$ cat src/rtl/imem_boot_loader_if.sv
// Byte-stream input, IMem write port and boot status of the IMem boot loader.
// master = host/system side, slave = loader side.
interface imem_boot_loader_if #(
  parameter int ADDR_WIDTH = 64
);
  logic [7:0]            in_byte;
  logic                  in_byte_valid;
  logic                  out_byte_ready;
  logic [ADDR_WIDTH-1:0] out_wr_addr;
  logic [31:0]           out_wr_data;
  logic                  out_wr_en;
  logic [31:0]           out_word_count;
  logic                  out_done_load_inst;
  logic                  out_err;
  logic                  out_core_Rst_N;

  modport master (
    output in_byte,
    output in_byte_valid,
    input  out_byte_ready,
    input  out_wr_addr,
    input  out_wr_data,
    input  out_wr_en,
    input  out_word_count,
    input  out_done_load_inst,
    input  out_err,
    input  out_core_Rst_N
  );

  modport slave (
    input  in_byte,
    input  in_byte_valid,
    output out_byte_ready,
    output out_wr_addr,
    output out_wr_data,
    output out_wr_en,
    output out_word_count,
    output out_done_load_inst,
    output out_err,
    output out_core_Rst_N
  );
endinterface

$ cat src/rtl/imem_boot_loader.sv
// Assembles a little-endian byte stream (4-byte count header + payload words)
// into 32-bit IMem writes and holds the core in reset until the image is complete.
module imem_boot_loader #(
  parameter int                    ADDR_WIDTH = 64,
  parameter logic [ADDR_WIDTH-1:0] BASE_ADDR  = '0,
  parameter int unsigned           MAX_WORDS  = 1024
) (
  input  logic              in_Clk,
  input  logic              Rst_N,
  imem_boot_loader_if.slave bus
);

  typedef enum logic [2:0] {
    HDR   = 3'd0,
    LOAD  = 3'd1,
    WRITE = 3'd2,
    DONE  = 3'd3,
    ERR   = 3'd4
  } state_t;

  state_t                state_reg;
  logic [1:0]            byte_idx_reg;
  logic [31:0]           word_idx_reg;
  logic [31:0]           shift_reg;
  logic                  wr_en_reg;
  logic [ADDR_WIDTH-1:0] wr_addr_reg;
  logic [31:0]           wr_data_reg;
  logic [31:0]           word_count_reg;
  logic                  done_reg;
  logic                  err_reg;
  logic                  core_rst_n_reg;

  logic                  byte_ready;
  logic                  accept;
  logic [31:0]           assembled;
  logic [31:0]           word_idx_next;
  logic [ADDR_WIDTH-1:0] wr_addr_next;

  // Ready is a pure function of state so it never loops back through valid.
  assign byte_ready    = (state_reg == HDR) || (state_reg == LOAD);
  assign accept        = bus.in_byte_valid && byte_ready;
  assign assembled     = {bus.in_byte, shift_reg[31:8]};
  assign word_idx_next = word_idx_reg + 32'd1;
  assign wr_addr_next  = BASE_ADDR + ADDR_WIDTH'({word_idx_reg, 2'b00});

  always_ff @(posedge in_Clk or negedge Rst_N) begin
    if (!Rst_N) begin
      state_reg      <= HDR;
      byte_idx_reg   <= 2'd0;
      word_idx_reg   <= 32'd0;
      shift_reg      <= 32'd0;
      wr_en_reg      <= 1'b0;
      wr_addr_reg    <= BASE_ADDR;
      wr_data_reg    <= 32'd0;
      word_count_reg <= 32'd0;
      done_reg       <= 1'b0;
      err_reg        <= 1'b0;
      core_rst_n_reg <= 1'b0;
    end else begin
      case (state_reg)
        HDR: begin
          if (accept) begin
            shift_reg    <= assembled;
            byte_idx_reg <= byte_idx_reg + 2'd1;
            if (byte_idx_reg == 2'd3) begin
              word_count_reg <= assembled;
              if (assembled == 32'd0) begin
                state_reg      <= DONE;
                done_reg       <= 1'b1;
                core_rst_n_reg <= 1'b1;
              end else if (assembled > 32'(MAX_WORDS)) begin
                state_reg <= ERR;
                err_reg   <= 1'b1;
              end else begin
                state_reg <= LOAD;
              end
            end
          end
        end
        LOAD: begin
          if (accept) begin
            shift_reg    <= assembled;
            byte_idx_reg <= byte_idx_reg + 2'd1;
            if (byte_idx_reg == 2'd3) begin
              state_reg   <= WRITE;
              wr_en_reg   <= 1'b1;
              wr_data_reg <= assembled;
              wr_addr_reg <= wr_addr_next;
            end
          end
        end
        WRITE: begin
          wr_en_reg    <= 1'b0;
          word_idx_reg <= word_idx_next;
          if (word_idx_next == word_count_reg) begin
            state_reg      <= DONE;
            done_reg       <= 1'b1;
            core_rst_n_reg <= 1'b1;
          end else begin
            state_reg <= LOAD;
          end
        end
        DONE: state_reg <= DONE;
        ERR:  state_reg <= ERR;
        default: state_reg <= HDR;
      endcase
    end
  end

  assign bus.out_byte_ready     = byte_ready;
  assign bus.out_wr_en          = wr_en_reg;
  assign bus.out_wr_addr        = wr_addr_reg;
  assign bus.out_wr_data        = wr_data_reg;
  assign bus.out_word_count     = word_count_reg;
  assign bus.out_done_load_inst = done_reg;
  assign bus.out_err            = err_reg;
  assign bus.out_core_Rst_N     = core_rst_n_reg;

endmodule

$ cat src/flat_wrapper.sv
// flat-port wrapper written by rule: the top's interface ports become plain ports
module imem_boot_loader_flat 
#(
  parameter int                    ADDR_WIDTH = 64,
  parameter logic [ADDR_WIDTH-1:0] BASE_ADDR  = '0,
  parameter int unsigned           MAX_WORDS  = 1024
)
  (in_Clk, Rst_N, bus_in_byte, bus_in_byte_valid, bus_out_byte_ready, bus_out_wr_addr, bus_out_wr_data, bus_out_wr_en, bus_out_word_count, bus_out_done_load_inst, bus_out_err, bus_out_core_Rst_N);
  imem_boot_loader_if #(.ADDR_WIDTH(ADDR_WIDTH)) bus_i ();
  input  logic in_Clk;
  input  logic Rst_N;
  input wire logic [$bits(bus_i.in_byte)-1:0] bus_in_byte;
  input wire logic [$bits(bus_i.in_byte_valid)-1:0] bus_in_byte_valid;
  output wire logic [$bits(bus_i.out_byte_ready)-1:0] bus_out_byte_ready;
  output wire logic [$bits(bus_i.out_wr_addr)-1:0] bus_out_wr_addr;
  output wire logic [$bits(bus_i.out_wr_data)-1:0] bus_out_wr_data;
  output wire logic [$bits(bus_i.out_wr_en)-1:0] bus_out_wr_en;
  output wire logic [$bits(bus_i.out_word_count)-1:0] bus_out_word_count;
  output wire logic [$bits(bus_i.out_done_load_inst)-1:0] bus_out_done_load_inst;
  output wire logic [$bits(bus_i.out_err)-1:0] bus_out_err;
  output wire logic [$bits(bus_i.out_core_Rst_N)-1:0] bus_out_core_Rst_N;
  assign bus_i.in_byte = bus_in_byte;
  assign bus_i.in_byte_valid = bus_in_byte_valid;
  assign bus_out_byte_ready = bus_i.out_byte_ready;
  assign bus_out_wr_addr = bus_i.out_wr_addr;
  assign bus_out_wr_data = bus_i.out_wr_data;
  assign bus_out_wr_en = bus_i.out_wr_en;
  assign bus_out_word_count = bus_i.out_word_count;
  assign bus_out_done_load_inst = bus_i.out_done_load_inst;
  assign bus_out_err = bus_i.out_err;
  assign bus_out_core_Rst_N = bus_i.out_core_Rst_N;
  imem_boot_loader #(.ADDR_WIDTH(ADDR_WIDTH), .BASE_ADDR(BASE_ADDR), .MAX_WORDS(MAX_WORDS)) u_core (.in_Clk(in_Clk), .Rst_N(Rst_N), .bus(bus_i));
endmodule
$ cat config.mk
export PLATFORM = sky130hd
export DESIGN_NAME = imem_boot_loader_flat
export DESIGN_NICKNAME = d
export VERILOG_FILES = /design/src/rtl/imem_boot_loader_if.sv /design/src/rtl/imem_boot_loader.sv /design/src/flat_wrapper.sv
export SDC_FILE = /design/constraint.sdc
export NUM_CORES = 1
export LEC_CHECK = 0
export ABC_AREA = 1
export BUFFER_PORTS_ARGS = -buffer_cell sky130_fd_sc_hd__buf_4
export CORE_MARGIN = 1.5
export CORE_UTILIZATION = 25
export CTS_BUF_LIST = sky130_fd_sc_hd__clkbuf_16
export CTS_CLUSTER_SIZE = 16
export DETAILED_ROUTE_END_ITERATION = 10
export RECOVER_POWER = 50
export SLEW_MARGIN = 10
export SYNTH_ARGS = -nofsm -noshare
export SYNTH_HDL_FRONTEND = slang
export SYNTH_SLANG_ARGS = --single-unit
$ cat constraint.sdc
create_clock -name in_Clk -period 3.2 [get_ports in_Clk]
set_clock_uncertainty 0.2 [all_clocks]
set_input_delay 0.32 -clock in_Clk [delete_from_list [all_inputs] [get_ports in_Clk]]
set_output_delay 0.32 -clock in_Clk [all_outputs]
set_load 0.02 [all_outputs]
==> results of run 1 <==
## kinds of logic after synthesis
kind of cell	Yosys count	share of synthesized area, %
muxes	3	0.4292
buffers and inverters	172	9.776
DFF	160	50.87
other	1	0.04764
AOI/OAI and AO/OA	152	9.840
and+or+nand+nor	536	28.28
adders and majority gates	2	0.3179
xor gates and xnor gates	4	0.4452
## cell type report
cell class / count / area, µm² / share of cell area [%]
well taps: 396 / 495.5 / 5.222
flip-flops and latches: 160 / 4004 / 42.19
repair buffers: 133 / 757.0 / 7.977
multi-input cells: 729 / 3222 / 33.95
inverters: 107 / 401.6 / 4.233
clock inverters: 15 / 183.9 / 1.938
clock buffers: 17 / 425.4 / 4.483
## worst min-delay path, stage by stage
cell and delay [ns]:
buf_4 0.11, nand3_1 0.19, o21ai_0 0.11, nand2_1 0.06
## timing repair
item                                   in CTS  in global routing
endpoints found under the hold margin      70                  0
hold buffers                                9                  0
buffers inserted                            0                  0
## metrics by stage
step                      setup slack (ns)  power [mW]  cells
after floorplan                      1.023       2.127   1061
after detailed placement            0.5229       2.168   1516
after global routing                0.2585       4.405   1557
after global placement              0.5726       2.167   1516
after CTS                           0.5314       4.313   1557
final                               0.5587       4.264   1557
## worst paths after layout
path                                                             to                               start  slack, ns
setup / recovery              u_core.bus.out_core_Rst_N$_DFFE_PN0P_  u_core.word_idx_reg[0]$_DFFE_PN0N_       0.56
hold / removal             u_core.bus.out_word_count[5]$_DFFE_PN0P_                   bus_in_byte_valid       0.19
setup reg to reg              u_core.bus.out_core_Rst_N$_DFFE_PN0P_  u_core.word_idx_reg[0]$_DFFE_PN0N_       0.56
hold reg to reg                      u_core.bus.out_err$_DFFE_PN0P_      u_core.bus.out_err$_DFFE_PN0P_       0.26
max in group asynchronous     u_core.bus.out_wr_addr[9]$_DFFE_PN0P_                               Rst_N       0.73
min in group asynchronous     u_core.bus.out_wr_data[2]$_DFFE_PN0P_                               Rst_N       0.69
## per-layer routing
metal  routed length, µm  GRT usage [%]  vias up  share of wire, %
li1                    -              -     3432                 -
met1               11650          21.51     3253                46
met2               11580          24.57      242                46
met3                1537          3.698       29               6.1
met4                 440          4.773        2               1.7
met5                   9              0        -             0.036
## power breakdown
group	leakage (nW)	total, mW	switching (mW)	internal [mW]
registers	2.07	2.02	0	2.02
clock network	0.302	2.13	0.890	1.24
logic	2.04	0.112	0.0923	0.0198
## cell usage in the layout, fill, tap and decap left out, types with 3 or more instances in the layout
master         count
nand2_1          360
dfrtp_1          160
o21ai_0          143
inv_1            107
nand3_1           77
nor2_1            71
clkbuf_1          71
buf_4             48
conb_1            32
clkbuf_16         17
nand4_1            9
dlygate4sd3_1      9
nor2_4             6
inv_6              4
clkbuf_2           4
nand2_2            3
mux2_2             3
clkinv_4           3
bufinv_16          3
==> flow_summary.toml, run 1 <==
[power]
powerDensity_mw_per_mm2 = 449.4
leakagePower_nw = 4.420
vdd_drop_max_v = 0.0003234

[logic_synthesis]
synth-edff-count = 0
synth-warning-count = 0
synthesis.area_mm2 = 0.007871
yosysTopAreaCell = "dfrtp_1"
synth_commonest_cells = "360 x nand2_1, 160 x dfrtp_1, 143 x o21ai_0"
ys_ff_latch = 160
synth_top_flop_cell = "dfrtp_1"
yosysMostFrequentCell = "nand2_1"
synth_top_cell_area_share_pct = 50.87
synthTopCellsByArea = "dfrtp_1 51%, nand2_1 17%, o21ai_0 9.1%"
ys_seq_area_share_pct = 50.87
synthArstFlopShare_pct = 100.0
avgSynthCellArea_um2 = 7.642
syn_inst = 1030
ys_types = 30

[routing]
via_per_inst = 4.469
first_pass_iters = 5
vias = 6958
wl_per_cell_um = 16.19
initialDrtViolationCount = 581
drt_drc_violations_left = 0
routed_wl_mm = 25.21
final_antenna_net_count = 0

[sta]
period_minus_slack_ns = 2.641
holdWs_ns = 0.1931
tns_ns = 0
worst_pin_slew_ns = 1.757
maxSlewViolCount = 66
max_freq_mhz = 378.6
fin_crit_sh_pct = 82.54
rsz0062_at_grt = "false"
slew_headroom_pct = -17.12
hold_viol = 0
setup_viol = 0

[grt]
overflow = 0
grt_usage_pct = 15.72
grt_pass1_wl_mm = 39.04
grt_max_degree = 71
grt_pass1_vias = 6632
antenna_found_initial = 2

[floorplan]
core_mm2 = 0.03083
die_area_mm2 = 0.03256
std_cell_rows = 64
initial_core_util_pct = 25.53
die_w_um = 180.4
ios = 144
die_y_um = 180.4

[final_layout]
final_core_util_pct = 30.78
syn2layout_area_growth_pct = 20.55
drive_gt1_share_pct = 8.872
antennaDiodeCount = 0
fillCellCount = 3353
finalNetCount = 1161
final_area_mm2 = 0.009489

[clock_tree]
clk-insertion-delay-late_ns = 0.44
path_clk_slew_ns = 0.07
cts_max_level = 4
cts_made_buffers = 17
tritoncts = "done"
cts_buffer_depth = 2
cts_num_sinks = 160
root_buffer = "clkbuf_16"
cts_resized = 0

[worst_setup_path]
cp_cell_sequence = "ha_1, nand2_2, nor2_8, nand2_2, nor2_1, nand3_1, nand3_1, nand2_1, inv_1, nand3_1, nor2_1, nand3_1, nand2_1, nand2_1, nand2_1"
crit_buf_inv = 1
max_stage_delay_ns = 0.50
path_delay_family = "simple AND/OR/NAND/NOR gates"
crit_path_max_fanout = 8
cp.depth = 15
worstSetupStartpointType = "flop"
crit_slowest_cell = "dfrtp_1"
required_ns = 3.37
reg2reg_depth = 15
criticalPathCategory = "reg -> reg"
end_kind = "flop"
crit_arrival_ns = 2.81

[hold_path]
hold_class = "in -> reg"
holdPathStages = 4

[status]
status = "finished, violations left"
violations = "max-capacitance violations, max-slew violations"

[flow_run]
maxCapViolCount = 1

[placement]
placed_cell_area_mm2 = 0.009070
gp_congestion = 0.9110
io_buffer_count = 111
dp_hpwl_mm = 19.57
(Power assumes the default switching activity.)
==> run 2, diff against run 1 <==
Clock period 3.2 ns to 2.3 ns, I/O delays scaled along.
==> run 2 against run 1 <==
The flow finishes with violations (negative setup slack). Combinational power up 36%. Via count rose by 4.5%. Fmax rose by 12%. Sequential power increased by 39%. Cell count increased by 3.3%. Total power grew 39%. Highest routed layer is now met4.
==> flow_summary.toml, run 2 (synthesis gave the netlist of run 1 again) <==
[placement]
gp_congestion = 0.8875
io_buffer_count = 111
placed_cell_area_mm2 = 0.009408
dp_hpwl_mm = 19.74
place_ws_ns = -0.1178

[grt]
grt_pass1_wl_mm = 39.96
antenna_found_initial = 1
overflow = 0
grt_usage_pct = 16.08
grt_max_degree = 120
grt_pass1_vias = 6925

[clock_tree]
tritoncts = "done"
clk-insertion-delay-late_ns = 0.44
cts_max_level = 4
cts_buffer_depth = 2
cts_num_sinks = 160
path_clk_slew_ns = 0.07
root_buffer = "clkbuf_16"
cts_made_buffers = 17

[routing]
initialDrtViolationCount = 630
drt_drc_violations_left = 0
first_pass_iters = 5
vias = 7269
wl_per_cell_um = 16.06
final_antenna_net_count = 0
routed_wl_mm = 25.85
via_per_inst = 4.518

[floorplan]
ios = 144
initial_core_util_pct = 25.53
die_y_um = 180.4
die_area_mm2 = 0.03256
die_w_um = 180.4
std_cell_rows = 64
core_mm2 = 0.03083

[worst_setup_path]
end_kind = "flop"
criticalPathCategory = "reg -> reg"
worstSetupStartpointType = "flop"
crit_arrival_ns = 2.51
required_ns = 2.45
crit_path_max_fanout = 6

[sta]
rsz0062_at_grt = "true"
slew_headroom_pct = 2.157
period_minus_slack_ns = 2.356
fin_crit_sh_pct = 102.4
maxSlewViolCount = 0
worst_slack_ns = -0.05619
max_freq_mhz = 424.4
worst_pin_slew_ns = 1.468
hold_viol = 0
setup_viol = 1

[status]
violations = "negative setup slack"
status = "finished, violations left"

[final_layout]
fillCellCount = 3273
finalNetCount = 1212
layout_common_cells = "356 x nand2_1, 157 x dfrtp_1, 142 x o21ai_0"
final_common_cell = "nand2_1"
final_area_mm2 = 0.01009
drive_gt1_share_pct = 16.34
syn2layout_area_growth_pct = 28.22

[hold_path]
hold_class = "in -> reg"

[power]
powerDensity_mw_per_mm2 = 585.6
vdd_drop_max_v = 0.0004258
leakagePower_nw = 4.801

[flow_run]
maxCapViolCount = 0
## run 2: cell count changes in the layout (fill, tap and decap cells not counted), moves of 4 or more
| cell | before | now |
|---|---|---|
| nand2_1 | 360 | 356 |
| buf_4 | 48 | 118 |
| nor2_1 | 71 | 58 |
| clkbuf_1 | 71 | 49 |
| nor2_2 | 2 | 10 |
| nor2_4 | 6 | 11 |
## run 2: layout make-up
type,count,area [µm²],share of cell area (%)
sequential,160,4008,39.71
multi-input combinational,729,3319,32.89
timing repair buffer,184,1260,12.48
tap,396,495.5,4.909
clock buffer,17,425.4,4.215
inverter,107,404.1,4.004
clock inverter,15,177.7,1.760
antenna,1,2.502,0.02480
## run 2: through the flow
step	hold slack (ns)	setup TNS (ns)	instances	utilization, %	power, mW
finish	0.08978	-0.05619	1609	32.74	5.910
global route	0.1279	-3.263	1608	32.73	6.091
CTS	0.06252	0	1600	32.97	5.977
detailed placement	0.04086	-0.2339	1556	30.52	3.017
global placement	0.05129	-0.2173	1556	30.52	3.017
floorplan	-0.2656	0	1061	-	2.959
## run 2: worst paths after layout
path                                                       start                                  endpoint  slack [ns]  depth (start not counted)
setup reg to reg              u_core.word_idx_reg[1]$_DFFE_PN0N_           u_core.state_reg[1]$_DFFE_PN0P_       -0.06                         14
setup / recovery              u_core.word_idx_reg[1]$_DFFE_PN0N_           u_core.state_reg[1]$_DFFE_PN0P_       -0.06                         14
hold reg to reg            u_core.bus.out_wr_addr[3]$_DFFE_PN0P_     u_core.bus.out_wr_addr[3]$_DFFE_PN0P_        0.27                          2
max in group asynchronous                                  Rst_N       u_core.word_idx_reg[18]$_DFFE_PN0N_        0.19                          3
hold / removal                                 bus_in_byte_valid  u_core.bus.out_word_count[5]$_DFFE_PN0P_        0.09                          4
min in group asynchronous                                  Rst_N     u_core.bus.out_wr_data[4]$_DFFE_PN0P_        0.46                          2
## run 2: layer usage
metal	global-route usage [%]	wire [µm]	up-vias
met5	0	0	-
met4	4.571	319	0
met3	3.395	1528	23
met2	26.12	12250	255
met1	21.55	11750	3447
li1	-	-	3544
## run 2: repair_timing
item	CTS	global route
endpoints found under the setup margin	2	2
pin swaps	8	13
hold buffers	9	0
buffers inserted	3	8
endpoints found under the hold margin	80	0
resized for setup	14	20
## run 2: report_power, final
group | switching [mW] | internal (mW)
registers | 0 | 2.81
logic | 0.125 | 0.0265
clock network | 1.31 | 1.64
total | 1.44 | 4.47
## run 2: critical path, stage by stage (launching register included)
cell	delay, ns
dfrtp_2	0.42
ha_4	0.16
nand2_4	0.07
nor2_8	0.17
nand2_4	0.09
nor2_4	0.17
buf_4	0.14
nand3_1	0.09
nand3_1	0.11
nand2_1	0.05
nor2_1	0.10
nand2_1	0.06
nor2_1	0.13
nand4_1	0.12
a21oi_1	0.18
==> run 3, diff against run 2 <==
Settings changed: SKIP_CTS_REPAIR_TIMING set to 1.
==> run 3 against run 2 <==
The flow still finishes with violations (negative setup slack). Sequential share of layout area grew 0.12 points. Clock power is essentially flat. Die area is the same. Critical path depth grew 1. Largest cell class unchanged.
==> flow_summary.toml, run 3 (synthesis gave the netlist of run 1 again) <==
[floorplan]
die_y_um = 180.4
initial_core_util_pct = 25.53
die_area_mm2 = 0.03256
core_mm2 = 0.03083
ios = 144
die_w_um = 180.4
std_cell_rows = 64

[final_layout]
final_core_util_pct = 32.63
syn2layout_area_growth_pct = 27.79
stdcell_count = 1606
drive_gt1_share_pct = 16.45
final_common_cell = "nand2_1"
layout_common_cells = "353 x nand2_1, 158 x dfrtp_1, 140 x o21ai_0"
fillCellCount = 3281
finalNetCount = 1210
antennaDiodeCount = 0

[grt]
grt_max_degree = 120
grt_usage_pct = 16.02
grtUsageMet1_pct = 21.69
grt_pass1_wl_mm = 39.75
grt_pass1_vias = 6840
top_usage_layer = "met2"
overflow = 0
met2_usage_pct = 26.14
antenna_found_initial = 0
use_met3_pct = 3.193

[sta]
worst_pin_slew_ns = 1.484
maxSlewViolCount = 0
holdWs_ns = 0.08349
worst_slack_ns = -0.06986
slew_headroom_pct = 1.098
fin_crit_sh_pct = 103.0
hold_viol = 0
max_freq_mhz = 422.0
tns_ns = -0.08095
rsz0062_at_grt = "true"
setup_viol = 2
period_minus_slack_ns = 2.370

[worst_setup_path]
crit_buf_inv = 0
reg2reg_depth = 15
cp_cell_sequence = "ha_2, nand2_4, nor2_8, nand2_4, nand2_2, nand2_2, nand2_2, nand2_2, nor2_2, nand3_1, nor2_2, nand2_1, nor2_2, nand4_1, a21oi_1"
crit_path_max_fanout = 6
r2r-start = "u_core.word_idx_reg[1]$_DFFE_PN0N_"
crit_arrival_ns = 2.53
cpMostUsedCell = "nand2_2"
crit_slowest_cell = "dfrtp_1"
max_stage_delay_ns = 0.38
required_ns = 2.46
r2r_setup_slack_ns = -0.07
path_delay_family = "simple AND/OR/NAND/NOR gates"
criticalPathCategory = "reg -> reg"
end_kind = "flop"
rr_endpoint = "u_core.state_reg[1]$_DFFE_PN0P_"
worstSetupStartpointType = "flop"

[routing]
first_pass_iters = 5
initialDrtViolationCount = 671
via_per_inst = 4.495
drt_drc_violations_left = 0
wl_per_cell_um = 16.07
routed_wl_mm = 25.82
final_antenna_net_count = 0
vias = 7219

[power]
powerDensity_mw_per_mm2 = 588.3
vdd_drop_max_v = 0.0004269
finalPower_mw = 5.917
leakagePower_nw = 4.797

[placement]
io_buffer_count = 111
gp_congestion = 0.8875
placed_cells = 1556
dp_hpwl_mm = 19.74

[clock_tree]
cts_made_buffers = 17
root_buffer = "clkbuf_16"
clk-insertion-delay-late_ns = 0.44
path_clk_slew_ns = 0.07
tritoncts = "done"
cts_max_level = 4
cts_buffer_depth = 2
cts_num_sinks = 160

[status]
violations = "negative setup slack"
status = "finished, violations left"

[hold_path]
holdPathStages = 4
hold_class = "in -> reg"
min_to = "u_core.bus.out_word_count[5]$_DFFE_PN0P_"
hp-start = "bus_in_byte_valid"

[flow_run]
maxCapViolCount = 0
## run 3: changes by cell type in the layout (fill, tap and decap cells not counted), sizes merged
cell   previous run  this run
buf             124       122
diode             1         0
## run 3: tightest hold or removal path: stages
cell and delay, ns:
buf_4 0.11, nand3_1 0.18, o21ai_0 0.10, nand2_1 0.06
## run 3: worst max path at each step
stage | startpoint | slack [ns] | cells past startpoint | to
after CTS | u_core.word_idx_reg[7]$_DFFE_PN0N_ | -0.14 | 16 | u_core.state_reg[1]$_DFFE_PN0P_
after global routing | u_core.word_idx_reg[1]$_DFFE_PN0N_ | -0.20 | 15 | u_core.state_reg[1]$_DFFE_PN0P_
after global placement | u_core.word_idx_reg[9]$_DFFE_PN0N_ | -0.12 | 18 | u_core.bus.out_core_Rst_N$_DFFE_PN0P_
after floorplan | u_core.state_reg[2]$_DFFE_PN0P_ | 0.12 | 6 | u_core.bus.out_word_count[18]$_DFFE_PN0P_
after detailed placement | u_core.word_idx_reg[7]$_DFFE_PN0N_ | -0.12 | 16 | u_core.state_reg[1]$_DFFE_PN0P_
final | u_core.word_idx_reg[1]$_DFFE_PN0N_ | -0.07 | 15 | u_core.state_reg[1]$_DFFE_PN0P_
## run 3: per-stage QoR
stage               area (µm²)  setup WS, ns
floorplan                 7988        0.1230
global placement          9408       -0.1176
finish                   10060      -0.06986
global route             10060       -0.1995
CTS                      10010       -0.1410
detailed placement        9408       -0.1178
## run 3: routing by layer
layer | up-vias | part of all wire (%)
li1 | 3540 | -
met1 | 3425 | 46
met2 | 236 | 48
met3 | 18 | 5.6
met4 | 0 | 0.97
met5 | - | 0
## run 3: area by class of cell
| cell class | instances | area, µm² | share of cell area, % |
|---|---|---|---|
| Inverter | 107 | 404.1 | 4.018 |
| Clock inverter | 15 | 177.7 | 1.766 |
| Tap cell | 396 | 495.5 | 4.926 |
| Multi-Input combinational cell | 729 | 3317 | 32.98 |
| Clock buffer | 17 | 425.4 | 4.229 |
| Timing Repair Buffer | 182 | 1232 | 12.25 |
| Sequential cell | 160 | 4006 | 39.83 |
## run 3: where the power goes
part	switching (mW)	leakage [nW]	internal (mW)
Clock	1.32	0.289	1.64
Combinational	0.125	2.44	0.0265
Sequential	0	2.07	2.81
Total	1.44	4.80	4.47
